## config.mk

```make
export PLATFORM = sky130hd
export DESIGN_NAME = vga_timing_rx
export DESIGN_NICKNAME = d
export VERILOG_FILES = /design/src/rtl/vga_timing_rx.sv
export SDC_FILE = /design/constraint.sdc
export NUM_CORES = 1
export LEC_CHECK = 0
export ABC_AREA = 1
export CAP_MARGIN = 10
export CORE_UTILIZATION = 55
export CTS_CLUSTER_DIAMETER = 100
export DETAILED_ROUTE_END_ITERATION = 8
export DONT_BUFFER_PORTS = 1
export PLACE_DENSITY = 0.75
export SYNTH_ARGS = -nofsm -noshare
export SYNTH_HDL_FRONTEND = slang
export SYNTH_SLANG_ARGS = --single-unit
```

## constraint.sdc

```tcl
create_clock -name clk -period 3.15 [get_ports clk]
set_input_delay 0.315 -clock clk [delete_from_list [all_inputs] [get_ports clk]]
set_output_delay 0.315 -clock clk [all_outputs]
set_load 0.02 [all_outputs]
```

## src/rtl/vga_timing_rx.sv

```systemverilog
`default_nettype none
// ============================================================================
// Module   : vga_timing_rx
// Purpose  : Locks to a raw hsync/vsync/RGB stream and rebuilds active-area
//            coordinates, data-enable and gated pixels. Define
//            VGA_RX_ERR_CNT_EN to add the saturating err_count output.
// Revision : 1.0
// ============================================================================
module vga_timing_rx #(
    parameter int H_TOTAL     = 1681,
    parameter int V_TOTAL     = 829,
    parameter int H_SYNC      = 136,
    parameter int H_ACT_START = 336,
    parameter int H_ACT       = 1280,
    parameter int V_ACT_START = 27,
    parameter int V_ACT       = 800,
    parameter int LOCK_FRAMES = 2
) (
    input  logic        clk,
    input  logic        rst_n,
    input  logic        hsync_in,
    input  logic        vsync_in,
    input  logic [3:0]  red_in,
    input  logic [3:0]  gre_in,
    input  logic [3:0]  blu_in,
    output logic [3:0]  red_out,
    output logic [3:0]  gre_out,
    output logic [3:0]  blu_out,
    output logic [10:0] curr_x,
    output logic [9:0]  curr_y,
    output logic        de,
    output logic        locked,
    output logic        frame_start,
    output logic        err
`ifdef VGA_RX_ERR_CNT_EN
    ,
    output logic [7:0]  err_count
`endif
);

    localparam logic [11:0] c_h_total     = 12'(H_TOTAL);
    localparam logic [10:0] c_v_total     = 11'(V_TOTAL);
    localparam logic [10:0] c_h_sync      = 11'(H_SYNC);
    localparam logic [11:0] c_h_act_lo    = 12'(H_ACT_START);
    localparam logic [11:0] c_h_act_hi    = 12'(H_ACT_START + H_ACT);
    localparam logic [10:0] c_v_act_lo    = 11'(V_ACT_START);
    localparam logic [10:0] c_v_act_hi    = 11'(V_ACT_START + V_ACT);
    localparam logic [7:0]  c_lock_frames = 8'(LOCK_FRAMES);

    typedef enum logic [1:0] {
        S_SEARCH = 2'd0,
        S_CHECK  = 2'd1,
        S_LOCKED = 2'd2
    } state_t;

    state_t      r_state, w_state_nxt;
    logic        r_hs1, r_vs1, r_hs_prev, r_vs_prev, r_fpend;
    logic [11:0] r_rgb1;
    logic [10:0] r_hcnt, w_h_pos;
    logic [9:0]  r_vcnt, w_v_pos;
    logic [7:0]  r_good, w_good_nxt;
    logic        w_line_edge, w_frame_edge, w_hs_rise;
    logic        w_sat_h, w_sat_v, w_len_bad, w_cnt_bad, w_sync_bad;
    logic        w_viol, w_locked_nxt, w_h_in, w_v_in, w_de;

    assign w_line_edge  = r_hs_prev & ~r_hs1;
    assign w_frame_edge = ~r_vs_prev & r_vs1;
    assign w_hs_rise    = ~r_hs_prev & r_hs1;

    // Position of the stage-1 sample; a line edge always beats saturation.
    always_comb begin
        w_h_pos = r_hcnt;
        w_sat_h = 1'b0;
        w_v_pos = r_vcnt;
        w_sat_v = 1'b0;
        if (w_line_edge) begin
            w_h_pos = '0;
            if (w_frame_edge || r_fpend) begin
                w_v_pos = '0;
            end else if (r_vcnt != 10'h3FF) begin
                w_v_pos = r_vcnt + 10'd1;
                w_sat_v = (r_vcnt == 10'h3FE);
            end
        end else if (r_hcnt != 11'h7FF) begin
            w_h_pos = r_hcnt + 11'd1;
            w_sat_h = (r_hcnt == 11'h7FE);
        end
    end

    assign w_len_bad  = w_line_edge  & (({1'b0, r_hcnt} + 12'd1) != c_h_total);
    assign w_cnt_bad  = w_frame_edge & (({1'b0, r_vcnt} + 11'd1) != c_v_total);
    assign w_sync_bad = w_hs_rise ? (w_h_pos != c_h_sync)
                                  : ((w_h_pos == c_h_sync) & ~r_hs1);

    always_comb begin
        w_state_nxt = r_state;
        w_good_nxt  = r_good;
        w_viol      = w_sat_h | w_sat_v |
                      ((r_state != S_SEARCH) & (w_len_bad | w_cnt_bad | w_sync_bad));
        if (w_viol) begin
            w_state_nxt = S_SEARCH;
        end else if (w_frame_edge) begin
            unique case (r_state)
                S_SEARCH: begin
                    w_state_nxt = S_CHECK;
                    w_good_nxt  = '0;
                end
                S_CHECK: begin
                    w_good_nxt = r_good + 8'd1;
                    if (w_good_nxt == c_lock_frames) w_state_nxt = S_LOCKED;
                end
                default: w_state_nxt = r_state;
            endcase
        end
    end

    // Lock is taken from the next state so de and locked change together.
    assign w_locked_nxt = (w_state_nxt == S_LOCKED);
    assign w_h_in = ({1'b0, w_h_pos} >= c_h_act_lo) && ({1'b0, w_h_pos} < c_h_act_hi);
    assign w_v_in = ({1'b0, w_v_pos} >= c_v_act_lo) && ({1'b0, w_v_pos} < c_v_act_hi);
    assign w_de   = w_locked_nxt & w_h_in & w_v_in;

    always_ff @(posedge clk or negedge rst_n) begin
        if (!rst_n) begin
            r_hs1       <= 1'b1;
            r_vs1       <= 1'b0;
            r_rgb1      <= '0;
            r_hs_prev   <= 1'b1;
            r_vs_prev   <= 1'b0;
            r_hcnt      <= '0;
            r_vcnt      <= '0;
            r_fpend     <= 1'b0;
            r_good      <= '0;
            r_state     <= S_SEARCH;
            de          <= 1'b0;
            curr_x      <= '0;
            curr_y      <= '0;
            red_out     <= '0;
            gre_out     <= '0;
            blu_out     <= '0;
            locked      <= 1'b0;
            frame_start <= 1'b0;
            err         <= 1'b0;
        end else begin
            r_hs1       <= hsync_in;
            r_vs1       <= vsync_in;
            r_rgb1      <= {red_in, gre_in, blu_in};
            r_hs_prev   <= r_hs1;
            r_vs_prev   <= r_vs1;
            r_hcnt      <= w_h_pos;
            r_vcnt      <= w_v_pos;
            r_fpend     <= w_line_edge ? 1'b0 : (r_fpend | w_frame_edge);
            r_good      <= w_good_nxt;
            r_state     <= w_state_nxt;
            de          <= w_de;
            curr_x      <= w_de ? (w_h_pos - c_h_act_lo[10:0]) : '0;
            curr_y      <= w_de ? (w_v_pos - c_v_act_lo[9:0]) : '0;
            red_out     <= w_de ? r_rgb1[11:8] : '0;
            gre_out     <= w_de ? r_rgb1[7:4]  : '0;
            blu_out     <= w_de ? r_rgb1[3:0]  : '0;
            locked      <= w_locked_nxt;
            frame_start <= w_locked_nxt & (w_h_pos == '0) & (w_v_pos == '0);
            err         <= w_viol;
        end
    end

`ifdef VGA_RX_ERR_CNT_EN
    always_ff @(posedge clk or negedge rst_n) begin
        if (!rst_n) begin
            err_count <= '0;
        end else if (w_viol && (err_count != 8'hFF)) begin
            err_count <= err_count + 8'd1;
        end
    end
`endif

endmodule
`default_nettype wire

```

### Word level (Yosys, flattened, before mapping)

Cells that the tools add are included.

| storage, ports and cells | value |
|---|---|
| bits of input ports | 16 |
| memories | 0 |
| logic and storage cells | 92 |
| output and inout bits | 37 |
| bits in registers | 85 |
| memory bits (writable) | 0 |
| bits in read-only memories | 0 |
| latch bits | 0 |

| cells by class | value |
|---|---|
| div/mod/pow operators | 0 |
| bitwise logic cells | 20 |
| reduce and logical (&&, ||, !) cells | 9 |
| shift operators | 0 |
| multiplexer cells | 22 |
| multipliers | 0 |
| eq/ne operators | 11 |
| add/sub/neg operators | 7 |
| order comparisons | 4 |

Operator list:

| operator | number |
|---|---|
| $mux 10 | 4 |
| $mux 11 | 3 |
| $pmux 8 s2 | 1 |
| $add 11x1->12 const B | 1 |
| $mux 4 | 3 |
| $ne 12x11->1 const B | 1 |
| $add 10x1->11 const B | 1 |
| $add 11x1->11 const B | 1 |
| $and 1x1->1 | 11 |
| $eq 11x11->1 const B | 1 |
| $eq 11x8->1 const B | 1 |
| $ge 11x9->1 const B | 1 |
| $logic_not 11->1 | 1 |
| $lt 11x11->1 const B | 1 |
| $ne 11x10->1 const B | 1 |
| $ne 11x11->1 const B | 1 |
| $ne 11x8->1 const B | 1 |
| $sub 11x9->11 const B | 1 |
| $add 10x1->10 const B | 1 |
| $eq 10x10->1 const B | 1 |
| $ge 10x5->1 const B | 1 |
| $logic_not 10->1 | 1 |
| $lt 10x10->1 const B | 1 |
| $ne 10x10->1 const B | 1 |
| other kinds (15) | 32 |

### Logic depth before layout (Yosys ltp)

Gate-level depths: netlist of run 1.

| logic depth | value |
|---|---|
| depth after elaboration | 14 |
| gate-level depth with buffers | 18 |
| mapped depth without buffers | 17 |

### Least setup slack after synthesis of run 1

No wires, ideal clock.

| path | value |
|---|---|
| path type | register to register |
| from | register r_vcnt[0] |
| to | register de |
| arrival time | 2.357 ns |
| stages on the path, launching flop included | 16 |
| library setup time | 0.121 ns |
| clock period less this slack | 2.478 ns |
| path slack | 0.672 ns |
| data required time | 3.029 ns |
| path buffers | 1 |
| path through | dfrtp_1 > ha_1 > inv_1 > nor2_2 > nand3_4 > nand2_4 > xor2_1 > nor2_1 > ha_1 > nand2_2 > nor2_1 > nor2_1 > nand2_1 > nand3_4 > buf_4 > nor2_1 |

| between the ends | value |
|---|---|
| elaborated cells on any way between the ends | 24 |
| those cells by class | 2 x add/sub; 2 x order compare; 4 x eq/ne; 7 x mux; 8 x bitwise; 1 x reduce/logical |

RTL lines:

| element | RTL line | RTL |
|---|---|---|
| start: declaration | 60 | `logic [9:0] r_vcnt, w_v_pos;` |
| start signal: assignment | 151 | `r_vcnt <= w_v_pos;` |
| $add 10x1->10 or $ne 10x10->1 (tied branches) | 81, 80 |  |
| $mux 10 | 80 | `end else if (r_vcnt != 10'h3FF) begin` |
| $mux 10 | 78 | `if (w_frame_edge \|\| r_fpend) begin` |
| $mux 10 (*) | 76 | `if (w_line_edge) begin` |
| named net w_v_pos[0] | 60 |  |
| $ge 10x5->1 or $lt 10x10->1 (tied branches) | 120 | `assign w_v_in = ({1'b0, w_v_pos} >= c_v_act_lo) && ({1'b0, w_v_pos} < c_v_act_hi);` |
| $logic_and 1x1->1 (*) | 120 |  |
| $and 1x1->1 (*) | 121 | `assign w_de = w_locked_nxt & w_h_in & w_v_in;` |
| named net w_de | 64 | `logic w_viol, w_locked_nxt, w_h_in, w_v_in, w_de;` |
| end signal: assignment | 155 | `de <= w_de;` |
| end: declaration | 31 | `output logic de,` |

Mark *: on every way through the listed nets, which the timed path passes. The rest lies on a longest branch.
A chain may end at the register's enable or synchronous reset.

### Worst setup path after layout of run 1

| path | value |
|---|---|
| from | register r_hcnt[1] |
| to | register curr_x[0] |

| between the ends | value |
|---|---|
| longest elaborated chain between the ends | 14 |
| elaborated cells on any way between the ends | 28 |
| those cells by class | 3 x add/sub; 2 x order compare; 6 x eq/ne; 7 x mux; 9 x bitwise; 1 x reduce/logical |

RTL lines:

| element | RTL line | RTL |
|---|---|---|
| start: declaration | 59 | `logic [10:0] r_hcnt, w_h_pos;` |
| start signal: assignment | 150 | `r_hcnt <= w_h_pos;` |
| $add 11x1->11 or $ne 11x11->1 (tied branches) | 85, 84 |  |
| $mux 11 | 84 | `end else if (r_hcnt != 11'h7FF) begin` |
| $mux 11 | 76 |  |
| $eq 11x8->1 | 93 | `: ((w_h_pos == c_h_sync) & ~r_hs1);` |
| $and 1x1->1 | 93 |  |
| $mux 1 | 92 | `assign w_sync_bad = w_hs_rise ? (w_h_pos != c_h_sync)` |
| $or 1x1->1 | 99 | `((r_state != S_SEARCH) & (w_len_bad \| w_cnt_bad \| w_sync_bad));` |
| $and 1x1->1 | 99 |  |
| $or 1x1->1 | 98 | `w_viol = w_sat_h \| w_sat_v \|` |
| $mux 2 | 100 | `if (w_viol) begin` |
| $eq 2x2->1 | 118 | `assign w_locked_nxt = (w_state_nxt == S_LOCKED);` |
| $and 1x1->1 (2 in a row) | 121 |  |
| $mux 11 (*) | 156 | `curr_x <= w_de ? (w_h_pos - c_h_act_lo[10:0]) : '0;` |
| end signal: assignment | 156 |  |
| end: declaration | 29 | `output logic [10:0] curr_x,` |

Mark *: on every way between the ends. The rest lies on a longest branch, timed or not.

==> qor.csv, run 1 <==
metric;value;unit
vias in the first global route;3411;
final worst path period need;2.87;ns
Pre-Repair DR Iteration Count;4;
synthesized area;0.00461;mm²
Die Span Y;93.6;µm
hold_ws;0.374;ns
number of flops mapped to enable cells by yosys;0;
Reg2Reg Launch Point;r_hcnt[1]$_DFF_PN0_;
total gr overflow;0;
Core ar.;0.00818;mm²
Synth cell types;37;
Final Cell Area;0.00513;mm²
crit-path max FO;28;
CTS Buf Count;9;
aggregate global-route resource usage;0.239;
proportion of layout cells with a drive suffix above 1;0.177;
FF/Latch Area;0.00213;mm²
clk_lat worst skew;0.36;ns
maximum vdd ir drop;0.325;mV
crit path to;curr_x[0]$_DFF_PN0_;
Leakage;2.45;nW
Placed Cells incl. Taps;638;
largest area contributor in the netlist;dfrtp_1;
top cells by area, synth;dfrtp_1, nand2_1, inv_1;
Layout area overhead;11.3;%
Post-Syn Instances;536;
crit share post-route;0.911;
1st-iter DRT viols;234;
RR Endpoint;curr_x[0]$_DFF_PN0_;
via count;3598;
drt via density;5.36;
Worst setup EP type;flop;
area of the multi-input gates;0.00212;mm²
Peak Freq;349;MHz
Final #Nets;590;
top cell type's share of synthesized area;0.450;
IO Pins;53;
status;finished clean;
register area share after synthesis;0.462;
path depth of the worst reg2reg path;15;
dpl ws;0.146;ns
CTS H-Tree Depth;3;
DR DRC count;0;
Final Worst Setup Slack;0.281;ns
post-layout util;0.628;
Finished Layout Cells;671;
RSZ-0062 raised after global routing;false;
global-route wire length before repair;15.8;mm
port bufs;0;
diode count;0;
clk buf depth;2;
Yosys reg bits;85;
Root Buffer;clkbuf_8;
yosys warns;0;
Clock Sinks;85;
most common cell in the netlist;nand2_1;
worst-margin pin slew;0.495;ns
initial core utilization;0.564;
Reg2Reg Setup Slack;0.28;ns
HP Class;reg2reg;
Top FF cell, synth;dfrtp_1;
wire per inst;14.5;µm
Total Power;2.70;mW
Layout fillers;654;
final hold vios;0;
DIE AREA;0.00876;mm²
Slew Limit Headroom;0.668;
P per Cell Area;525;mW/mm²
antenna viol nets, final;0;
crit start category;flop;
Worst Setup SP;r_hcnt[1]$_DFF_PN0_;
antenna violations before repair;0;
DRT Wirelength;9.72;mm
most instantiated cells after synthesis;nand2_1, dfrtp_1, inv_1;
Slew Viols, Final;0;
final setup TNS;0;ns
synthesized net count;565;
largest net degree at the start of global routing;86;
final setup violation count;0;
CP required;3.43;ns
Clock transition at path regs;0.10;ns
WP data arrival;3.15;ns
CTS tree;built;
Post-synth ARST share;1.00;
HPWL after DPL;6.88;mm
final setup skew;0.0118;ns
syn avg cell area;8.60;µm²
Post-CTS Setup Inserts;0;
Placed Area;0.00474;mm²
maxcap violations;0;
num rows;33;
RD Place Congestion;0.983;
Die Span X;93.6;µm
CP Class;reg2reg;
-- per-layer routing --
metal | GRT usage | vias up | routed length, µm
met5 | 0 | - | 0
met4 | 0.106 | 0 | 264
met3 | 0.0569 | 22 | 572
met2 | 0.377 | 130 | 4670
met1 | 0.313 | 1689 | 4220
li1 | - | 1757 | -
-- cells in the final DEF, fill, tap and decap left out, drive strengths merged, types with 5 or more instances in the layout --
master / synthesis / layout
clkinv: 1 / 5
o21ai: 23 / 23
ha: 13 / 13
nand4: 16 / 16
buf: 8 / 7
nand2: 137 / 137
nand3: 47 / 48
dfrtp: 83 / 83
clkbuf: 1 / 9
nor3: 35 / 35
or2: 5 / 5
dlygate4sd3: 0 / 15
inv: 80 / 82
nor2: 53 / 53
a21oi: 5 / 5
xor2: 12 / 12
-- flip-flops by register name, indices dropped and copies added (netlist names), 2 cells and up --
name	cells
curr_y	10
r_rgb1	12
r_good	8
r_hcnt	11
gre_out	4
r_vcnt	10
curr_x	11
r_state	2
red_out	4
blu_out	4
-- worst max-delay path, stage by stage, from the launching register on --
cell and delay [ns]:
dfrtp_1 0.45, ha_1 0.25, inv_1 0.11, nor2_4 0.19, nand3_2 0.19, nand2_1 0.12, nand2_1 0.14, ha_1 0.27
nand4_1 0.10, nor2_1 0.05, nand3_1 0.07, nand3_2 0.12, nand2_4 0.11, nand4_4 0.20, buf_12 0.26, nor3_1 0.15
-- how the worst min path moves through the flow --
stage          depth (start not counted)                     to             from  slack [ns]
4_1_cts                                0    r_hs_prev$_DFF_PN1_  r_hs1$_DFF_PN1_        0.37
3_5_place_dp                           0  r_good[0]$_DFFE_PN0P_            rst_n        0.02
3_3_place_gp                           0  r_good[0]$_DFFE_PN0P_            rst_n        0.02
5_1_grt                                0    r_hs_prev$_DFF_PN1_  r_hs1$_DFF_PN1_        0.38
2_1_floorplan                          0   blu_out[0]$_DFF_PN0_            rst_n        0.02
6_report                               0    r_hs_prev$_DFF_PN1_  r_hs1$_DFF_PN1_        0.37
-- kinds of logic (layout without fill, tap and decap cells) --
logic type / after synthesis / in the layout / synth area share
simple gates: 300 / 301 / 0.352
buf+inv: 90 / 119 / 0.0827
flops: 85 / 85 / 0.462
compound gates: 32 / 32 / 0.0383
xor+xnor: 16 / 16 / 0.0304
fa+ha+maj: 13 / 13 / 0.0353
-- what timing repair did --
item                                   in CTS  in global routing
endpoints found under the hold margin      99                  0
setup endpoints to repair                   0                 17
resized for setup                           0                  2
hold buffers                               16                  0
-- power by group --
| group | switching, mW | internal [mW] | total, mW |
|---|---|---|---|
| clock | 0.447 | 0.313 | 0.760 |
| sequential | 0.0968 | 1.17 | 1.27 |
| combinational | 0.454 | 0.214 | 0.668 |
-- cell type report --
cell class              count  area share
flip-flops and latches     85       0.415
well taps                 105      0.0256
clock buffers               9      0.0241
repair buffers             22      0.0483
inverters                  81      0.0592
clock inverters             7      0.0156
multi-input cells         362       0.412
Power figures use the tool's default switching activity.
==> inputs of run 2 (changes only) <==
ABC_AREA = unset   (was 1)
==> qor.csv, run 2 <==
metric;value;unit
CP Class;reg2reg;
final hold vios;0;
DIE AREA;0.00825;mm²
status;finished clean;
crit-path max FO;31;
clk_lat worst skew;0.36;ns
antenna viol nets, final;0;
total gr overflow;0;
Yosys reg bits;85;
global-route track usage on met2;0.469;
syn avg cell area;9.75;µm²
busiest grt layer;met2;
via count;3598;
Post-synth ARST share;1.00;
proportion of layout cells with a drive suffix above 1;0.195;
most common cell in the netlist;dfrtp_1;
Total Power;2.70;mW
Leakage;2.50;nW
1st-iter DRT viols;227;
RD Place Congestion;0.974;
GRT met3 Usage;0.0429;
CTS H-Tree Depth;3;
Sw Pwr;0.927;mW
crit start category;flop;
Slew Viols, Final;0;
most instantiated cells after synthesis;dfrtp_1, nor2_1, inv_1;
aggregate global-route resource usage;0.279;
initial core utilization;0.564;
part of the power in registers;0.464;
vias in the first global route;3639;
commonest non-fill, non-tap cell in the layout;dfrtp_1;
Clock Sinks;85;
num rows;32;
Slew Limit Headroom;0.539;
antenna violations before repair;0;
Final #Nets;538;
register area share after synthesis;0.491;
crit share post-route;0.941;
top cells by area, synth;dfrtp_1, nor2_1, xnor2_1;
Worst setup EP type;flop;
Pre-Repair DR Iteration Count;5;
WP data arrival;3.21;ns
number of flops mapped to enable cells by yosys;0;
Synth cell types;65;
DR DRC count;0;
drt via density;5.83;
Comb pwr share;0.253;
largest register by flop count;r_rgb1;
top cell type's share of synthesized area;0.479;
most frequent cells in the layout;dfrtp_1, buf_4, nor2_1, inv_1, nor3_1;
Die Span Y;90.8;µm
switching share of power;0.343;
internal power;1.78;mW
clock network power share;0.282;
CTS Buf Count;9;
Largest register FFs;12;
largest area contributor in the netlist;dfrtp_1;
final setup skew;0.0111;ns
M1 GR Usage;0.354;
maxcap violations;0;
DRT Wirelength;10.6;mm
global-route wire length before repair;17.9;mm
Clock transition at path regs;0.10;ns
Core ar.;0.00769;mm²
Peak Freq;338;MHz
worst-margin pin slew;0.688;ns
synthesized net count;474;
Die Span X;90.8;µm
Layout fillers;589;
port bufs;0;
Top FF cell, synth;dfrtp_1;
HP Class;reg2reg;
final setup violation count;0;
clk buf depth;2;
final setup TNS;0;ns
synthesized area;0.00434;mm²
Layout area overhead;21.6;%
P per Cell Area;513;mW/mm²
Root Buffer;clkbuf_8;
RSZ-0062 raised after global routing;false;
IO Pins;53;
wire per inst;17.2;µm
CTS tree;built;
maximum vdd ir drop;0.387;mV
largest net degree at the start of global routing;86;
final worst path period need;2.96;ns
HPWL after DPL;7.64;mm
yosys warns;0;
Post-Syn Instances;445;
biggest regs;r_rgb1 x12, curr_x x11, r_hcnt x11;
CP required;3.39;ns
==> run 2: metal layers <==
layer  vias up  share of wire
met5         -              0
met4         0          0.034
met3        31          0.051
met2       144           0.50
met1      1720           0.42
li1       1703              -
==> run 2: final timing paths <==
kind	start	to	slack, ns	cells after the start
setup reg to reg	r_hcnt[6]$_DFF_PN0_	curr_x[9]$_DFF_PN0_	0.19	10
hold reg to reg	r_vs1$_DFF_PN0_	r_vs_prev$_DFF_PN0_	0.40	0
min in group asynchronous	rst_n	blu_out[3]$_DFF_PN0_	0.53	2
hold / removal	r_vs1$_DFF_PN0_	r_vs_prev$_DFF_PN0_	0.40	0
max in group asynchronous	rst_n	r_hs1$_DFF_PN1_	2.26	2
setup / recovery	r_hcnt[6]$_DFF_PN0_	curr_x[9]$_DFF_PN0_	0.19	10
==> run 2: layout make-up <==
class,count,area [µm²],share of cell area
Clock buffer,9,124,0.0235
Inverter,38,143,0.0270
Sequential cell,85,2130,0.404
Tap cell,102,128,0.0242
Clock inverter,7,76.3,0.0145
Antenna cell,1,2.50,0.000474
Timing Repair Buffer,73,618,0.117
Multi-Input combinational cell,302,2050,0.389
==> run 2: worst max-delay path, cell delays in order (launching register included) <==
cell      delay (ns)
dfrtp_1         0.50
nand4_4         0.18
o31a_1          0.35
o31ai_2         0.30
nand4_2         0.22
o41a_1          0.48
o221ai_4        0.23
nand4b_1        0.16
buf_4           0.15
buf_12          0.19
nor2_1          0.08
==> run 2: logic make-up (layout without fill, tap and decap cells) <==
logic type,count (synthesis),in the layout,share of synthesized area
AND/OR/NAND/NOR,174,174,0.210
AO/OA/AOI/OAI,89,89,0.153
flip-flops,85,85,0.491
buffers and inverters,58,127,0.0542
XOR/XNOR,24,24,0.0485
adder cells (fa/ha/maj),13,13,0.0375
multiplexers,2,2,0.00606
other,0,1,0
==> run 2: power groups by stage <==
stage          sequential, mW  clock [mW]  combinational, mW
2_1_floorplan            1.27           0              0.364
3_3_place_gp             1.27           0              0.602
3_5_place_dp             1.28           0              0.616
4_1_cts                  1.26       0.780              0.661
5_1_grt                  1.27       0.819              0.758
6_report                 1.26       0.764              0.685
==> run 2: timing repair <==
item / 4_1_cts / 5_1_grt
buffers inserted: 0 / 1
setup endpoints to repair: 0 / 42
hold buffers: 16 / 0
hold endpoints to repair: 99 / 0
resized for setup: 0 / 18
==> run 2: through the flow <==
step	hold WS (ns)	std cells	setup WS, ns	util	area (µm²)
CTS	0.409	615	0.0709	0.674	5180
detailed placement	0.0204	583	0.0958	0.625	4810
global route	0.437	616	0.00911	0.686	5270
floorplan	0.0194	445	0.0585	-	4340
finish	0.401	617	0.187	0.686	5280
global placement	0.0206	583	0.139	0.625	4810
==> inputs of run 3 (changes only) <==
==> constraint.sdc (replaced) <==
create_clock -name clk -period 3.15 [get_ports clk]
set_input_delay 0.4725 -clock clk [delete_from_list [all_inputs] [get_ports clk]]
set_output_delay 0.4725 -clock clk [all_outputs]
set_load 0.02 [all_outputs]
==> qor.csv, run 3 (same netlist as run 2, synthesis figures left out) <==
metric;value;unit
largest register by flop count;r_rgb1;
crit-path max FO;31;
maximum vdd ir drop;0.389;mV
final setup violation count;0;
Leakage;2.44;nW
RD Place Congestion;0.974;
crit start category;flop;
CTS H-Tree Depth;3;
vias in the first global route;3573;
crit share post-route;0.952;
drt via density;5.93;
Clock Sinks;85;
most frequent cells in the layout;dfrtp_1, buf_4, nor2_1, inv_1, nor3_1;
clk_lat worst skew;0.36;ns
wire per inst;17.7;µm
diode count;0;
DRT Wirelength;10.7;mm
1st-iter DRT viols;176;
final setup skew;0.00824;ns
largest net degree at the start of global routing;86;
Worst Setup SP;r_hcnt[2]$_DFF_PN0_;
final hold vios;4;
CTS Buf Count;9;
CTS tree;built;
Largest register FFs;12;
HP Class;in2async;
CP Class;reg2reg;
Layout area overhead;18.5;%
via count;3570;
failing checks;negative hold slack;
path depth of the worst reg2reg path;9;
CP required;3.40;ns
total gr overflow;0;
Die Span Y;90.8;µm
worst-margin pin slew;0.539;ns
P per Cell Area;525;mW/mm²
Layout fillers;619;
Slew Limit Headroom;0.639;
Core ar.;0.00769;mm²
commonest non-fill, non-tap cell in the layout;dfrtp_1;
DR DRC count;0;
IO Pins;53;
CP max stage delay;0.48;ns
maxcap violations;0;
final worst path period need;3.00;ns
Final #Nets;524;
Pre-Repair DR Iteration Count;5;
WP data arrival;3.24;ns
RR Endpoint;curr_x[6]$_DFF_PN0_;
CP max stage cell;dfrtp_1;
global-route wire length before repair;17.9;mm
Reg2Reg Launch Point;r_hcnt[2]$_DFF_PN0_;
num rows;32;
status;finished, violations left;
HPWL after DPL;7.64;mm
final setup TNS;0;ns
Root Buffer;clkbuf_8;
FF/Latch Area;0.00213;mm²
Slew Viols, Final;0;
Die Span X;90.8;µm
hold_ws;-0.00626;ns
proportion of layout cells with a drive suffix above 1;0.214;
area of the multi-input gates;0.00206;mm²
post-layout util;0.669;
port bufs;0;
clk buf depth;2;
initial core utilization;0.564;
Peak Freq;334;MHz
Clock transition at path regs;0.10;ns
Reg2Reg Setup Slack;0.15;ns
antenna violations before repair;0;
biggest regs;r_rgb1 x12, curr_x x11, r_hcnt x11;
antenna viol nets, final;0;
crit path to;curr_x[6]$_DFF_PN0_;
aggregate global-route resource usage;0.279;
DIE AREA;0.00825;mm²
critical path, cell by cell;nand4_1, o31a_1, o31ai_2, nand4_2, o41a_1, o221ai_2, nand4b_1, buf_12, nor2_1;
Worst setup EP type;flop;
[run 3: final cells by class]
class	instances	share of cell area
flip-flops and latches	85	0.414
clock inverters	7	0.0148
clock buffers	9	0.0241
repair buffers	59	0.0925
multi-input cells	302	0.402
well taps	102	0.0248
inverters	38	0.0277
[run 3: where the power goes]
part           leakage, nW  internal, mW  switching (mW)
Sequential            1.13          1.17          0.0921
Clock                0.102         0.314           0.449
Combinational         1.20         0.288           0.392
[run 3: worst min path at each step]
| stage | startpoint | cells past startpoint | to |
|---|---|---|---|
| CTS | rst_n | 1 | gre_out[1]$_DFF_PN0_ |
| global route | rst_n | 1 | r_rgb1[5]$_DFF_PN0_ |
| floorplan | rst_n | 0 | blu_out[0]$_DFF_PN0_ |
| global placement | rst_n | 0 | de$_DFF_PN0_ |
| detailed placement | rst_n | 0 | de$_DFF_PN0_ |
| finish | rst_n | 1 | gre_out[1]$_DFF_PN0_ |
[run 3: repair_timing]
item,in CTS,in global routing
gates resized for setup,0,23
hold buffers,1,0
hold endpoints to repair,85,0
endpoints found under the setup margin,0,42
buffers inserted,0,2
[run 3: through the flow]
step | std cells | power, mW | hold WS, ns | worst slack, ns | instance area [µm²]
global route | 602 | 2.84 | 0.0221 | -0.0314 | 5140
finish | 602 | 2.70 | -0.00626 | 0.153 | 5140
global placement | 583 | 1.87 | 0.178 | 0.139 | 4810
detailed placement | 583 | 1.89 | 0.178 | 0.0958 | 4810
CTS | 600 | 2.68 | 0.00421 | 0.0709 | 5030
floorplan | 445 | 1.63 | 0.177 | 0.0585 | 4340
[run 3: routing by layer]
layer / part of all wire / wire, µm / GRT usage
met4: 0.031 / 333 / 0.126
met5: 0 / 0 / 0
met3: 0.056 / 597 / 0.0505
met1: 0.42 / 4450 / 0.357
met2: 0.49 / 5260 / 0.463
[run 3: critical path: cells and delay by family (launching register included)]
| kind | cells | cell delay (ns) |
|---|---|---|
| flops | 1 | 0.48 |
| buf+inv | 1 | 0.22 |
| simple gates | 4 | 0.79 |
| compound gates | 4 | 1.40 |
